`src/rtl/dom_mask_rng.sv`:
```
// dom_mask_rng: fresh-randomness source for the DOM shared GF(2^2) multipliers.
// A seeded 32-bit LFSR is advanced RAND_BITS steps per cycle. After a seed load it
// runs WARMUP_CYCLES advances and then serves one fresh word per requested cycle.
// A word is shown for exactly one cycle and is never shown twice.
module dom_mask_rng #(
   parameter int unsigned SHARES          = 2,
   parameter int unsigned WARMUP_CYCLES   = 16,
   parameter int unsigned RESEED_INTERVAL = 0
) (
   input  logic                           ClkxCI,
   input  logic                           RstxBI,
   input  logic [31:0]                    SeedxDI,
   input  logic                           SeedValidxSI,
   input  logic                           RandReqxSI,
   output logic                           ReadyxSO,
   output logic                           RandValidxSO,
   output logic [2*SHARES-1:0]            _BxDO,
   output logic [SHARES*(SHARES-1)-1:0]   _ZxDO,
   output logic                           ReseedReqxSO
);

   localparam int unsigned B_W       = 2 * SHARES;
   localparam int unsigned Z_W       = SHARES * (SHARES - 1);
   localparam int unsigned RAND_BITS = B_W + Z_W;

   typedef enum logic [1:0] {
      IDLE   = 2'd0,
      WARMUP = 2'd1,
      RUN    = 2'd2
   } state_t;

   state_t      StatexDP;
   logic [31:0] LfsrxDP;
   logic [31:0] WarmCntxDP;
   logic [31:0] WordCntxDP;
   logic [31:0] AdvxD;
   logic [31:0] SeedFixxD;

   // One advance is RAND_BITS single LFSR steps chained combinationally.
   logic [31:0] StepChainxD [0:RAND_BITS];
   assign StepChainxD[0] = LfsrxDP;

   genvar gi;
   generate
      for (gi = 0; gi < RAND_BITS; gi++) begin : g_step
         assign StepChainxD[gi+1] = {StepChainxD[gi][30:0],
                                     StepChainxD[gi][31] ^ StepChainxD[gi][21] ^
                                     StepChainxD[gi][1]  ^ StepChainxD[gi][0]};
      end
   endgenerate

   assign AdvxD = StepChainxD[RAND_BITS];

   // The all-zero state would lock the LFSR, so a zero seed is replaced by 1.
   assign SeedFixxD = (SeedxDI == 32'd0) ? 32'd1 : SeedxDI;

   // Seed/warm-up/run sequencer with registered outputs; seed load beats requests.
   always_ff @(posedge ClkxCI or negedge RstxBI) begin
      if (!RstxBI) begin
         StatexDP     <= IDLE;
         LfsrxDP      <= 32'd1;
         WarmCntxDP   <= 32'd0;
         WordCntxDP   <= 32'd0;
         ReadyxSO     <= 1'b0;
         RandValidxSO <= 1'b0;
         _BxDO        <= '0;
         _ZxDO        <= '0;
         ReseedReqxSO <= 1'b0;
      end else begin
         // Outputs default to empty; only a granted RUN request fills them.
         RandValidxSO <= 1'b0;
         _BxDO        <= '0;
         _ZxDO        <= '0;

         if (SeedValidxSI) begin
            LfsrxDP      <= SeedFixxD;
            WarmCntxDP   <= WARMUP_CYCLES;
            WordCntxDP   <= 32'd0;
            ReseedReqxSO <= 1'b0;
            if (WARMUP_CYCLES == 0) begin
               StatexDP <= RUN;
               ReadyxSO <= 1'b1;
            end else begin
               StatexDP <= WARMUP;
               ReadyxSO <= 1'b0;
            end
         end else begin
            case (StatexDP)
               WARMUP: begin
                  LfsrxDP    <= AdvxD;
                  WarmCntxDP <= WarmCntxDP - 32'd1;
                  if (WarmCntxDP == 32'd1) begin
                     StatexDP <= RUN;
                     ReadyxSO <= 1'b1;
                  end
               end
               RUN: begin
                  if (RandReqxSI) begin
                     LfsrxDP      <= AdvxD;
                     _BxDO        <= AdvxD[B_W-1:0];
                     _ZxDO        <= AdvxD[RAND_BITS-1:B_W];
                     RandValidxSO <= 1'b1;
                     // Word counter saturates at the interval; the request stays sticky.
                     if ((RESEED_INTERVAL != 0) && (WordCntxDP != RESEED_INTERVAL)) begin
                        WordCntxDP <= WordCntxDP + 32'd1;
                        if (WordCntxDP + 32'd1 == RESEED_INTERVAL) begin
                           ReseedReqxSO <= 1'b1;
                        end
                     end
                  end
               end
               default: begin
                  StatexDP <= IDLE;
                  ReadyxSO <= 1'b0;
               end
            endcase
         end
      end
   end

endmodule

```
`config.mk`:
```
export PLATFORM = sky130hd
export DESIGN_NAME = dom_mask_rng
export DESIGN_NICKNAME = d
export VERILOG_FILES = /design/src/rtl/dom_mask_rng.sv
export SDC_FILE = /design/constraint.sdc
export NUM_CORES = 1
export LEC_CHECK = 0
export ABC_AREA = 0
export BUFFER_PORTS_ARGS = -buffer_cell sky130_fd_sc_hd__clkbuf_2
export CAP_MARGIN = 20
export CORE_UTILIZATION = 30
export DETAILED_ROUTE_END_ITERATION = 16
export REMOVE_ABC_BUFFERS = 1
export SLEW_MARGIN = 20
export SYNTH_ARGS = -nofsm -noshare
export SYNTH_HDL_FRONTEND = slang
export SYNTH_SLANG_ARGS = --single-unit
```
`constraint.sdc`:
```
create_clock -name ClkxCI -period 2.4 [get_ports ClkxCI]
set_clock_uncertainty 0.05 [all_clocks]
set_input_delay 0.48 -clock ClkxCI [delete_from_list [all_inputs] [get_ports ClkxCI]]
set_output_delay 0.48 -clock ClkxCI [all_outputs]
set_load 0.02 [all_outputs]
```
==> out/results.ini <==
[sta]
setup_tns_ns=0
period_share_pct=87.2
tightest_slew_ns=0.481
max-slew-margin-rel_pct=67.5
period_needed_ns=2.09
slew_violations=0
setup_viol=0
max_freq_mhz=478
rsz0062_at_grt=false
report.final.hold_viol_count=0

[grt]
grtUsageTotal_pct=14.1
antenna_found_initial=0
grt_pass1_wl_mm=13.9
overflow=0
grt_max_degree=74
grt_pass1_vias=2748

[placed_design]
place_inst=535
gp_congestion=0.803
hpwl_mm=5.80
numPortBuffers=43

[cells_and_area]
drive_gt1_share_pct=19.4
diodes=0
finalNonFillerCells=551
seq_area_um2=1830
nNetsFinal=441
final_cell_mix=dfrtp_1 (72), clkbuf_2 (42), nand2_1 (40), o21ai_0 (37), nor2_1 (34)
multi_input_area_um2=1700
area_growth_pct=20.8
final_common_cell=dfrtp_1
nFillCells=1133

[yosys]
synth_top_area_cell=dfrtp_1
syn-cell-area_um2=3600
ys_warn_count=0
ys_seq_elements=73
synth.top_cell.area_share_pct=50.1
yosysSeqAreaShare_pct=50.8
synth_cells=353
synth_cell_type_count=44
synth_area_leaders=dfrtp_1 (50%), mux2i_1 (7.5%), xnor2_1 (6.8%), o21ai_0 (5.1%), nand2_1 (4.2%)
avgSynthCellArea_um2=10.2

[outcome]
violations=DRC
outcome=complete, but fails checks

[clock_network]
cts_root_buffer=clkbuf_16
cts_setup_buffers=0
cts.sinks=73
cts_buffers=9
clkTransAtPathRegs_ns=0.06
cts_resized=0
cts_max_level=3
cts_hold_buffers=0
clock_path_buffers=2
cts_tree=done
clk-insertion-delay-late_ns=0.34

[setup_path]
critPathMaxFanout=5
critical_path_class=register to register
end_kind=register
crit_required_ns=2.57
crit_arrival_ns=2.26
startpoint_type=register

[drt]
wl_per_cell_um=14.5
wirelength_mm=8.00
postRouteAntennaNets=0
vias_per_cell=4.90
drt_iter0_markers=66
vias=2700
drt-pass1-iter-count=10
drc=2

[floorplanning]
io_pins=45
die-area_um2=12400
num_rows=39
start_util_pct=31.1
die-height_um=112
core_um2=11600
die_w_um=112

[power]
ir_drop_v=0.000456
p_leak_nw=1.93
powerDensity_nw_per_um2=1280
total_power_w=0.00557

[job]
drv_cap=0

[min_path]
worstHoldPathType=primary input to asynchronous set/reset pin

cells by family (layout without fill, tap and decap cells):
group / Yosys count / in the layout / share of synthesized area, %
flip-flops: 73 / 73 / 50.8
multiplexers: 28 / 28 / 7.83
AND/OR/NAND/NOR: 133 / 133 / 18.3
AO/OA/AOI/OAI: 56 / 56 / 8.77
adder cells (fa/ha/maj): 2 / 2 / 0.696
other: 1 / 1 / 0.104
buffers and inverters: 21 / 76 / 2.33
XOR/XNOR: 39 / 39 / 11.2
power breakdown:
group          switching, W  internal, W  leakage, nW  total [W]
clock network      0.000539     0.000813        0.146    0.00135
logic               0.00125      0.00106        0.857    0.00231
registers          0.000311      0.00159        0.929    0.00190
sequential cells by signal, summed over array words and instances (netlist names):
| register | count |
|---|---|
| _BxDO | 4 |
| WarmCntxDP | 32 |
| RandValidxSO | 1 |
| ReadyxSO | 1 |
| LfsrxDP | 32 |
| _ZxDO | 2 |
| StatexDP | 1 |
critical path: stages (launching register included):
cell,delay (ns)
dfrtp_1,0.40
nor4_2,0.45
nand4b_1,0.19
or3_1,0.45
o31a_1,0.25
o21a_1,0.18
cells in the mapped netlist, drive strengths merged:
| master | count |
|---|---|
| o21ai | 37 |
| inv | 4 |
| nand2 | 40 |
| nor3b | 1 |
| ha | 2 |
| conb | 1 |
| nand4 | 4 |
| and3b | 1 |
| a21oi | 8 |
| nand3b | 1 |
| dfrtp | 72 |
| o31ai | 4 |
| nor4b | 1 |
| nor2b | 2 |
| or4 | 2 |
| xnor3 | 3 |
| nor4 | 25 |
| dfstp | 1 |
| a211oi | 2 |
| clkinv | 1 |
| xor2 | 8 |
| nor3 | 6 |
| nor2 | 34 |
| and2 | 2 |
| nand3 | 3 |
| nand2b | 2 |
| buf | 8 |
| nand4b | 2 |
| or3 | 6 |
| xnor2 | 28 |
| o21a | 1 |
| o41ai | 1 |
| or2 | 1 |
| mux2i | 27 |
| mux2 | 1 |
| clkbuf | 8 |
| o31a | 1 |
| a22oi | 2 |
metal layers:
layer	global-route usage [%]	routed length, µm	up-vias
li1	-	-	1348
met1	17.9	3710	1297
met5	0	0	-
met3	2.99	258	10
met4	5.32	97	0
met2	23.8	3930	45
per-stage QoR:
step | hold WS [ns] | util [%] | area, µm² | worst slack, ns
floorplan | 0.134 | - | 3530 | -2.03
global placement | 0.415 | 34.9 | 4040 | 0.380
detailed placement | 0.424 | 34.9 | 4040 | 0.286
CTS | 0.137 | 37.6 | 4340 | 0.293
global route | 0.162 | 37.6 | 4340 | 0.127
finish | 0.128 | 37.6 | 4340 | 0.307
path summary, 6_finish.rpt:
check,from,endpoint,slack [ns],depth (start not counted)
min in group ClkxCI,SeedxDI[3],LfsrxDP[3]$_DFFE_PN0P_,0.39,3
hold / removal,RstxBI,WarmCntxDP[7]$_DFFE_PN0P_,0.13,2
max in group asynchronous,RstxBI,LfsrxDP[0]$_DFFE_PN1P_,1.84,2
hold reg to reg,LfsrxDP[7]$_DFFE_PN0P_,LfsrxDP[7]$_DFFE_PN0P_,0.43,2
setup / recovery,WarmCntxDP[6]$_DFFE_PN0P_,WarmCntxDP[30]$_DFFE_PN0P_,0.31,5
setup reg to reg,WarmCntxDP[6]$_DFFE_PN0P_,WarmCntxDP[30]$_DFFE_PN0P_,0.31,5
layout make-up:
| cell class | instances | area share (%) |
|---|---|---|
| timing repair buffer | 55 | 7.32 |
| inverter | 5 | 0.432 |
| clock buffer | 9 | 5.18 |
| tap | 143 | 4.12 |
| sequential | 73 | 42.1 |
| clock inverter | 7 | 1.79 |
| multi-input combinational | 259 | 39.1 |
Power figures use the tool's default switching activity.
